===== src/rtl/game_pkg.sv =====
// Shared state encoding, default tuning constants and width helper for the
// multi-level pinball game controller.
package game_pkg;

    typedef enum logic [2:0] {
        IDLE        = 3'd0,
        SERVE       = 3'd1,
        PLAY        = 3'd2,
        LEVEL_CLEAR = 3'd3,
        GAME_OVER   = 3'd4
    } game_state_e;

    localparam int DEF_LIFE_INIT   = 3;
    localparam int DEF_LIFE_MAX    = 9;
    localparam int DEF_PTS_GOOD    = 2;
    localparam int DEF_PTS_CREDIT  = 1;
    localparam int DEF_PEN_BAD     = 1;
    localparam int DEF_BONUS_EVERY = 20;
    localparam int DEF_LEVEL_PTS   = 10;
    localparam int DEF_CLEAR_HOLD  = 50;

    // Level and bonus accumulators share this width; wide enough for any sane threshold.
    localparam int ACC_W = 16;

    // Bits needed to index 0..n-1, never less than one.
    function automatic int idx_width(input int n);
        return (n > 1) ? $clog2(n) : 1;
    endfunction

endpackage


===== src/rtl/game_controller_lvl_key_edge.sv =====
// Rising-edge detector for the serve/restart key: one register, one-cycle pulse.
module key_edge_detect (
    input  logic clk,
    input  logic reset,
    input  logic key_i,
    output logic edge_o
);

    logic key_q;

    // Previous key level.
    always_ff @(posedge clk) begin
        if (reset) begin
            key_q <= 1'b0;
        end else begin
            key_q <= key_i;
        end
    end

    assign edge_o = key_i & ~key_q;

endmodule


===== src/rtl/game_controller_lvl.sv =====
// Multi-level pinball game sequencer: serve, play, level-clear hold and game over.
// Optional macro HIGH_SCORE_EN adds a high_score output latched on game over.
module game_controller_lvl
    import game_pkg::*;
#(
    parameter int SCORE_W     = 8,
    parameter int LIFE_W      = 4,
    parameter int LIFE_INIT   = DEF_LIFE_INIT,
    parameter int LIFE_MAX    = DEF_LIFE_MAX,
    parameter int PTS_GOOD    = DEF_PTS_GOOD,
    parameter int PTS_CREDIT  = DEF_PTS_CREDIT,
    parameter int PEN_BAD     = DEF_PEN_BAD,
    parameter int BONUS_EVERY = DEF_BONUS_EVERY,
    parameter int NUM_LEVELS  = 4,
    parameter int LEVEL_PTS   = DEF_LEVEL_PTS,
    parameter int CLEAR_HOLD  = DEF_CLEAR_HOLD,
    parameter int LEVEL_W     = idx_width(NUM_LEVELS)
) (
    input  logic               clk,
    input  logic               reset,
    input  logic               start,
    input  logic               key5IsPressed,
    input  logic               collisionBallObstacle,
    input  logic               collisionBallObstacleGood,
    input  logic               collisionBallObstacleBad,
    input  logic               collisionBallBottom,
    input  logic               collisionBallCredit,
    output logic               pause,
    output logic               reset_level,
    output logic               reset_level_pulse,
    output logic [SCORE_W-1:0] score,
    output logic [LIFE_W-1:0]  life,
    output logic [LEVEL_W-1:0] level,
    output logic               game_over,
    output logic               level_up_pulse
`ifdef HIGH_SCORE_EN
    ,
    output logic [SCORE_W-1:0] high_score
`endif
);

    localparam int                 HOLD_W     = idx_width(CLEAR_HOLD);
    localparam logic [SCORE_W-1:0] SCORE_MAX  = {SCORE_W{1'b1}};
    localparam logic [SCORE_W:0]   PEN_V      = (SCORE_W+1)'(PEN_BAD);
    localparam logic [LIFE_W-1:0]  LIFE_INI_V = LIFE_W'(LIFE_INIT);
    localparam logic [LIFE_W-1:0]  LIFE_MAX_V = LIFE_W'(LIFE_MAX);
    localparam logic [LEVEL_W-1:0] LEVEL_LAST = LEVEL_W'(NUM_LEVELS - 1);
    localparam logic [ACC_W-1:0]   LVL_PTS_V  = ACC_W'(LEVEL_PTS);
    localparam logic [ACC_W-1:0]   BONUS_V    = ACC_W'(BONUS_EVERY);
    localparam logic [HOLD_W-1:0]  HOLD_LAST  = HOLD_W'(CLEAR_HOLD - 1);

    game_state_e        state_q, state_d;
    logic [SCORE_W-1:0] score_q, score_d;
    logic [LIFE_W-1:0]  life_q, life_d;
    logic [LEVEL_W-1:0] level_q, level_d;
    logic [ACC_W-1:0]   lvl_acc_q, lvl_acc_d;
    logic [ACC_W-1:0]   bonus_acc_q, bonus_acc_d;
    logic [HOLD_W-1:0]  hold_q, hold_d;
    logic               pause_q, pause_d;
    logic               rl_q, rl_d;
    logic               rl_dly_q;
    logic               game_over_q, game_over_d;
    logic               level_up_q, level_up_d;

    logic               key_edge_s;
    logic               add_s;
    logic [ACC_W-1:0]   pts_s;
    logic [SCORE_W:0]   score_sum_s;
    logic [ACC_W-1:0]   lvl_sum_s;
    logic [ACC_W-1:0]   bonus_sum_s;

    key_edge_detect u_key_edge (
        .clk    (clk),
        .reset  (reset),
        .key_i  (key5IsPressed),
        .edge_o (key_edge_s)
    );

    // Next-state, scoring arithmetic and registered-output decode.
    always_comb begin
        state_d     = state_q;
        score_d     = score_q;
        life_d      = life_q;
        level_d     = level_q;
        lvl_acc_d   = lvl_acc_q;
        bonus_acc_d = bonus_acc_q;
        hold_d      = hold_q;
        add_s       = 1'b0;
        pts_s       = '0;
        score_sum_s = '0;
        lvl_sum_s   = '0;
        bonus_sum_s = '0;

        case (state_q)
            IDLE: begin
                if (start) state_d = SERVE;
                else       state_d = IDLE;
            end
            SERVE: begin
                if (key_edge_s) state_d = PLAY;
                else            state_d = SERVE;
            end
            PLAY: begin
                if (collisionBallBottom) begin
                    life_d = life_q - LIFE_W'(1);
                    if (life_q <= LIFE_W'(1)) state_d = GAME_OVER;
                    else                      state_d = SERVE;
                end else if (collisionBallObstacle && collisionBallObstacleGood) begin
                    add_s = 1'b1;
                    pts_s = ACC_W'(PTS_GOOD);
                end else if (collisionBallObstacle && collisionBallObstacleBad) begin
                    // Penalty only touches the score; progression accumulators keep earned points.
                    if ({1'b0, score_q} > PEN_V) score_d = score_q - PEN_V[SCORE_W-1:0];
                    else                         score_d = '0;
                end else if (collisionBallCredit) begin
                    add_s = 1'b1;
                    pts_s = ACC_W'(PTS_CREDIT);
                end else begin
                    add_s = 1'b0;
                end

                if (add_s) begin
                    score_sum_s = {1'b0, score_q} + (SCORE_W+1)'(pts_s);
                    if (score_sum_s[SCORE_W]) score_d = SCORE_MAX;
                    else                      score_d = score_sum_s[SCORE_W-1:0];

                    bonus_sum_s = bonus_acc_q + pts_s;
                    if ((BONUS_EVERY > 0) && (bonus_sum_s >= BONUS_V)) begin
                        bonus_acc_d = bonus_sum_s - BONUS_V;
                        if (life_q < LIFE_MAX_V) life_d = life_q + LIFE_W'(1);
                        else                     life_d = life_q;
                    end else begin
                        bonus_acc_d = bonus_sum_s;
                    end

                    lvl_sum_s = lvl_acc_q + pts_s;
                    if (lvl_sum_s >= LVL_PTS_V) begin
                        if (level_q < LEVEL_LAST) begin
                            level_d   = level_q + LEVEL_W'(1);
                            lvl_acc_d = '0;
                            state_d   = LEVEL_CLEAR;
                        end else begin
                            lvl_acc_d = LVL_PTS_V;
                        end
                    end else begin
                        lvl_acc_d = lvl_sum_s;
                    end
                end else begin
                    score_sum_s = '0;
                end
            end
            LEVEL_CLEAR: begin
                if (hold_q == HOLD_LAST) begin
                    hold_d  = '0;
                    state_d = SERVE;
                end else begin
                    hold_d  = hold_q + HOLD_W'(1);
                end
            end
            GAME_OVER: begin
                if (key_edge_s) begin
                    score_d     = '0;
                    life_d      = LIFE_INI_V;
                    level_d     = '0;
                    lvl_acc_d   = '0;
                    bonus_acc_d = '0;
                    state_d     = SERVE;
                end else begin
                    state_d     = GAME_OVER;
                end
            end
            default: begin
                state_d = IDLE;
            end
        endcase

        pause_d     = (state_d != PLAY);
        rl_d        = (state_d == SERVE) || (state_d == LEVEL_CLEAR) || (state_d == GAME_OVER);
        game_over_d = (state_d == GAME_OVER);
        level_up_d  = (state_q == PLAY) && (state_d == LEVEL_CLEAR);
    end

    // State, counters and output registers.
    always_ff @(posedge clk) begin
        if (reset) begin
            state_q     <= IDLE;
            score_q     <= '0;
            life_q      <= LIFE_INI_V;
            level_q     <= '0;
            lvl_acc_q   <= '0;
            bonus_acc_q <= '0;
            hold_q      <= '0;
            pause_q     <= 1'b1;
            rl_q        <= 1'b0;
            rl_dly_q    <= 1'b0;
            game_over_q <= 1'b0;
            level_up_q  <= 1'b0;
        end else begin
            state_q     <= state_d;
            score_q     <= score_d;
            life_q      <= life_d;
            level_q     <= level_d;
            lvl_acc_q   <= lvl_acc_d;
            bonus_acc_q <= bonus_acc_d;
            hold_q      <= hold_d;
            pause_q     <= pause_d;
            rl_q        <= rl_d;
            rl_dly_q    <= rl_q;
            game_over_q <= game_over_d;
            level_up_q  <= level_up_d;
        end
    end

    assign pause             = pause_q;
    assign reset_level       = rl_q;
    assign reset_level_pulse = rl_q & ~rl_dly_q;
    assign score             = score_q;
    assign life              = life_q;
    assign level             = level_q;
    assign game_over         = game_over_q;
    assign level_up_pulse    = level_up_q;

`ifdef HIGH_SCORE_EN
    logic [SCORE_W-1:0] high_score_q;

    // Best score seen, captured as a game ends; survives the restart.
    always_ff @(posedge clk) begin
        if (reset) begin
            high_score_q <= '0;
        end else if ((state_q == PLAY) && (state_d == GAME_OVER) && (score_q > high_score_q)) begin
            high_score_q <= score_q;
        end else begin
            high_score_q <= high_score_q;
        end
    end

    assign high_score = high_score_q;
`endif

endmodule


===== config.mk =====
export PLATFORM = sky130hd
export DESIGN_NAME = game_controller_lvl
export DESIGN_NICKNAME = d
export VERILOG_FILES = /design/src/rtl/game_pkg.sv /design/src/rtl/game_controller_lvl_key_edge.sv /design/src/rtl/game_controller_lvl.sv
export SDC_FILE = /design/constraint.sdc
export NUM_CORES = 1
export LEC_CHECK = 0
export ABC_AREA = 0
export BUFFER_PORTS_ARGS = -buffer_cell sky130_fd_sc_hd__buf_2
export CAP_MARGIN = 20
export CORE_MARGIN = 10
export CORE_UTILIZATION = 40
export DETAILED_ROUTE_END_ITERATION = 16
export HOLD_SLACK_MARGIN = 0.12
export PLACE_DENSITY = 0.56
export SLEW_MARGIN = 15
export SYNTH_ARGS = -nofsm -noshare
export SYNTH_HDL_FRONTEND = slang
export SYNTH_SLANG_ARGS = --single-unit

===== constraint.sdc =====
create_clock -name clk -period 3.5 [get_ports clk]
set_clock_uncertainty 0.15 [all_clocks]
set_input_delay 0.35 -clock clk [delete_from_list [all_inputs] [get_ports clk]]
set_output_delay 0.35 -clock clk [all_outputs]
set_load 0.02 [all_outputs]

==> flow_summary.yaml <==
run_status:
  status: "finished clean"
worst_setup_path:
  end_kind: "register"
  critPathKind: "input port to register"
  crit_path_start_kind: "input port"
  cp_slowest_stage_delay_ns: 0.37
  path_buf_inv: 4
  worst_path_dominant_cell_family: "compound AO/OA/AOI/OAI gates"
  crit_chain: "buf_2, o21ai_0, and3b_1, ha_1, inv_1, fa_2, nand4b_1, mux2i_2, a32oi_2, a2bb2oi_2, nand4_2, buf_4, buf_4, a221oi_1, a31oi_1, a32oi_1"
  arrival_ns: 3.40
  required_ns: 3.63
  path_common_cell: "buf_4"
  cp_max_fo: 9
  critPathSlowestCell: "fa_2"
die:
  ioPinCount: 28
  chipHeight_um: 124
  start_util_pct: 41.4
  coreArea_mm2: 0.0104
  die_x_um: 124
  rows: 37
  die_area_mm2: 0.0153
flow_run:
  max_cap_viol_count: 0
pwr:
  p_leak_nw: 2.05
  p_comb_share_pct: 13.5
  power.internal_w: 0.00122
  sw_frac_of_total_pct: 28.3
  switching_power_w: 0.000479
  power_density_mw_per_mm2: 339
  power_frac_seq_pct: 42.1
  power_w: 0.00170
  pwr-share-clk_pct: 44.4
  ir_worst_vdd_v: 0.000182
global_routing:
  overflow: 0
  grt_pass1_wl_mm: 19.8
  globalRouteMet1Util_pct: 20.1
  busiest_layer: "met2"
  grt_use_total_pct: 16.0
  grt_max_degree: 35
  antenna_found_initial: 0
  grt_use_met3_pct: 3.19
  grtUsageMet2_pct: 26.5
  grt_pass1_vias: 3974
finish:
  nNetsFinal: 627
  diodes: 0
  drive_above_1_share_pct: 19.5
  fillers: 1058
  register_area_mm2: 0.00122
  mostFrequentLayoutCell: "dfxtp_1"
  layout_common_cells: "dfxtp_1 (61), nand2_1 (60), nor2_1 (57)"
  area_growth_pct: 16.6
  multi_input_area_mm2: 0.00283
clock_tree:
  cts.path.max_buffers: 2
  path_clk_slew_ns: 0.09
  cts_buffers: 9
  cts_tree: "done"
  cts.sinks: 61
  cts-htree-levels: 3
  cts_root_buffer: "clkbuf_8"
  clkLatencyLatePin_ns: 0.35
yosys:
  synthCells: 551
  synth_cell_types: 81
  synth_area_mm2: 0.00429
  avgSynthCellArea_um2: 7.79
  async_reset_ff_share_pct: 0
  yosysSeqAreaShare_pct: 28.5
  ys.flop_type: "dfxtp_1"
  ys_warn_count: 0
  ys_ff_latch: 61
  synth_edf_count: 0
  synth_fp_nets: 579
drt:
  drt-total-wl_mm: 11.9
  vias_per_cell: 5.64
  routedWlPerCell_um: 16.1
  antenna_left: 0
  post-route-drc-count: 0
  via_count: 4171
  drt_iter0_drc: 259
  drtPass1Iterations: 5
sta:
  period_minus_slack_ns: 3.27
  post-route-period-util_pct: 93.5
  hold_viol_final: 0
  finalMaxSlewViolations: 0
  fmax_mhz: 306
  fin_hold_ws_ns: 0.331
  setup_violations: 0
  rsz0062_at_grt: "false"
  worstMarginPinSlew_ns: 0.751
  slew_headroom_pct: 49.6
hold_path:
  hp-class: "register to register"
placement:
  routabilityCongestion: 0.873
  port_buffers: 27
  dp_hpwl_mm: 8.84
## sequential cells by signal, summed over array words and instances (netlist names), 2 cells and up
| name | cells |
|---|---|
| hold_q | 6 |
| bonus_acc_q | 16 |
| state_q | 3 |
| lvl_acc_q | 16 |
| score | 8 |
| level | 2 |
| life | 4 |
## power groups by stage
stage	Sequential (W)	Clock [W]	Combinational, W
after floorplan	0.000726	0	0.000159
after global placement	0.000730	0	0.000221
after detailed placement	0.000730	0	0.000225
after CTS	0.000714	0.000766	0.000226
after global routing	0.000717	0.000797	0.000251
final	0.000714	0.000753	0.000228
## through the flow
step / util (%) / setup slack, ns / cells / cell area (µm²) / setup TNS (ns)
6_report: 48.2 / 0.229 / 740 / 5000 / 0
5_1_grt: 48.2 / 0.0488 / 740 / 5000 / 0
4_1_cts: 48.0 / 0.172 / 739 / 4980 / 0
3_5_place_dp: 45.7 / -0.219 / 722 / 4740 / -1.67
3_3_place_gp: 45.7 / -0.0893 / 722 / 4740 / -0.354
2_1_floorplan: - / 0.00108 / 551 / 4300 / 0
## worst reg2reg max path, cell delays in order (launching register included)
cell and delay (ns):
dfxtp_1 0.35, ha_1 0.17, inv_1 0.06, fa_2 0.37
nand4b_1 0.31, mux2i_2 0.24, a32oi_2 0.27, a2bb2oi_2 0.20
nand4_2 0.13, buf_4 0.19, buf_4 0.15, a221oi_1 0.28
a31oi_1 0.07, a32oi_1 0.16
## path summary, 6_finish.rpt
| path | start | end | slack [ns] | depth (start not counted) |
|---|---|---|---|---|
| setup / recovery | collisionBallObstacleBad | life[1]$_SDFFE_PP1P_ | 0.23 | 16 |
| hold / removal | reset_level$_SDFF_PP0_ | rl_dly_q$_SDFF_PP0_ | 0.33 | 1 |
| setup reg to reg | bonus_acc_q[0]$_SDFFE_PP0P_ | life[1]$_SDFFE_PP1P_ | 0.33 | 13 |
| hold reg to reg | reset_level$_SDFF_PP0_ | rl_dly_q$_SDFF_PP0_ | 0.33 | 1 |
## cells in the mapped netlist (2+ instances only)
master,instances,area [µm²]
nand4b_1,3,26.3
o21ai_0,30,150
fa_1,3,60.1
xnor2_1,12,105
dfxtp_1,61,1220
ha_1,16,200
nand4_1,14,87.6
and4_1,3,26.3
a221oi_1,2,17.5
o211ai_1,10,75.1
a21o_1,6,45.0
a22oi_1,5,37.5
xor2_1,9,78.8
o31ai_1,5,37.5
buf_6,4,45.0
clkbuf_1,23,86.3
nor4_1,3,18.8
a32oi_1,6,52.6
nand2b_1,4,25.0
and3_1,19,119
mux2i_1,7,70.1
or3_1,7,43.8
nand3_1,30,150
or2_2,5,31.3
nor2b_1,6,37.5
inv_1,21,78.8
nor2_1,57,214
o31a_1,3,26.3
mux2_2,2,22.5
nand3_2,2,20.0
buf_4,4,30.0
a31oi_1,7,43.8
nor3_1,15,75.1
nand2_1,60,225
buf_2,3,15.0
o32a_1,2,20.0
a21oi_1,33,165
and2_1,2,12.5
a211oi_1,4,30.0
a2bb2oi_2,2,30.0
## timing repair
action | 4_1_cts | 5_1_grt
endpoints found under the hold margin | 1 | 0
hold buffers | 1 | 0
resized for setup | 0 | 3
setup endpoints to repair | 0 | 6
setup buffers | 0 | 1
## layout make-up
type / instances / share of cell area, %
well taps: 136 / 3.40
multi-input cells: 435 / 56.7
flip-flops and latches: 61 / 24.4
repair buffers: 71 / 9.36
clock buffers: 9 / 2.48
inverters: 21 / 1.58
clock inverters: 7 / 2.10
## kinds of logic (layout without fill, tap and decap cells)
| family | after synthesis | in the layout | share of synthesized area [%] |
|---|---|---|---|
| multiplexers | 9 | 9 | 2.16 |
| adder cells (fa/ha/maj) | 19 | 19 | 6.07 |
| flip-flops | 61 | 61 | 28.5 |
| AND/OR/NAND/NOR | 244 | 244 | 29.7 |
| buffers and inverters | 55 | 108 | 5.95 |
| AO/OA/AOI/OAI | 141 | 141 | 23.0 |
| XOR/XNOR | 22 | 22 | 4.67 |
## layer usage
metal  part of all wire [%]  wire length (µm)  up-vias
li1                       -                 -     2098
met1                     46              5460     1959
met2                     48              5750       93
met3                    4.0               473       21
met4                    2.0               235        0
met5                      0                 0        -
Power figures use the tool's default switching activity.
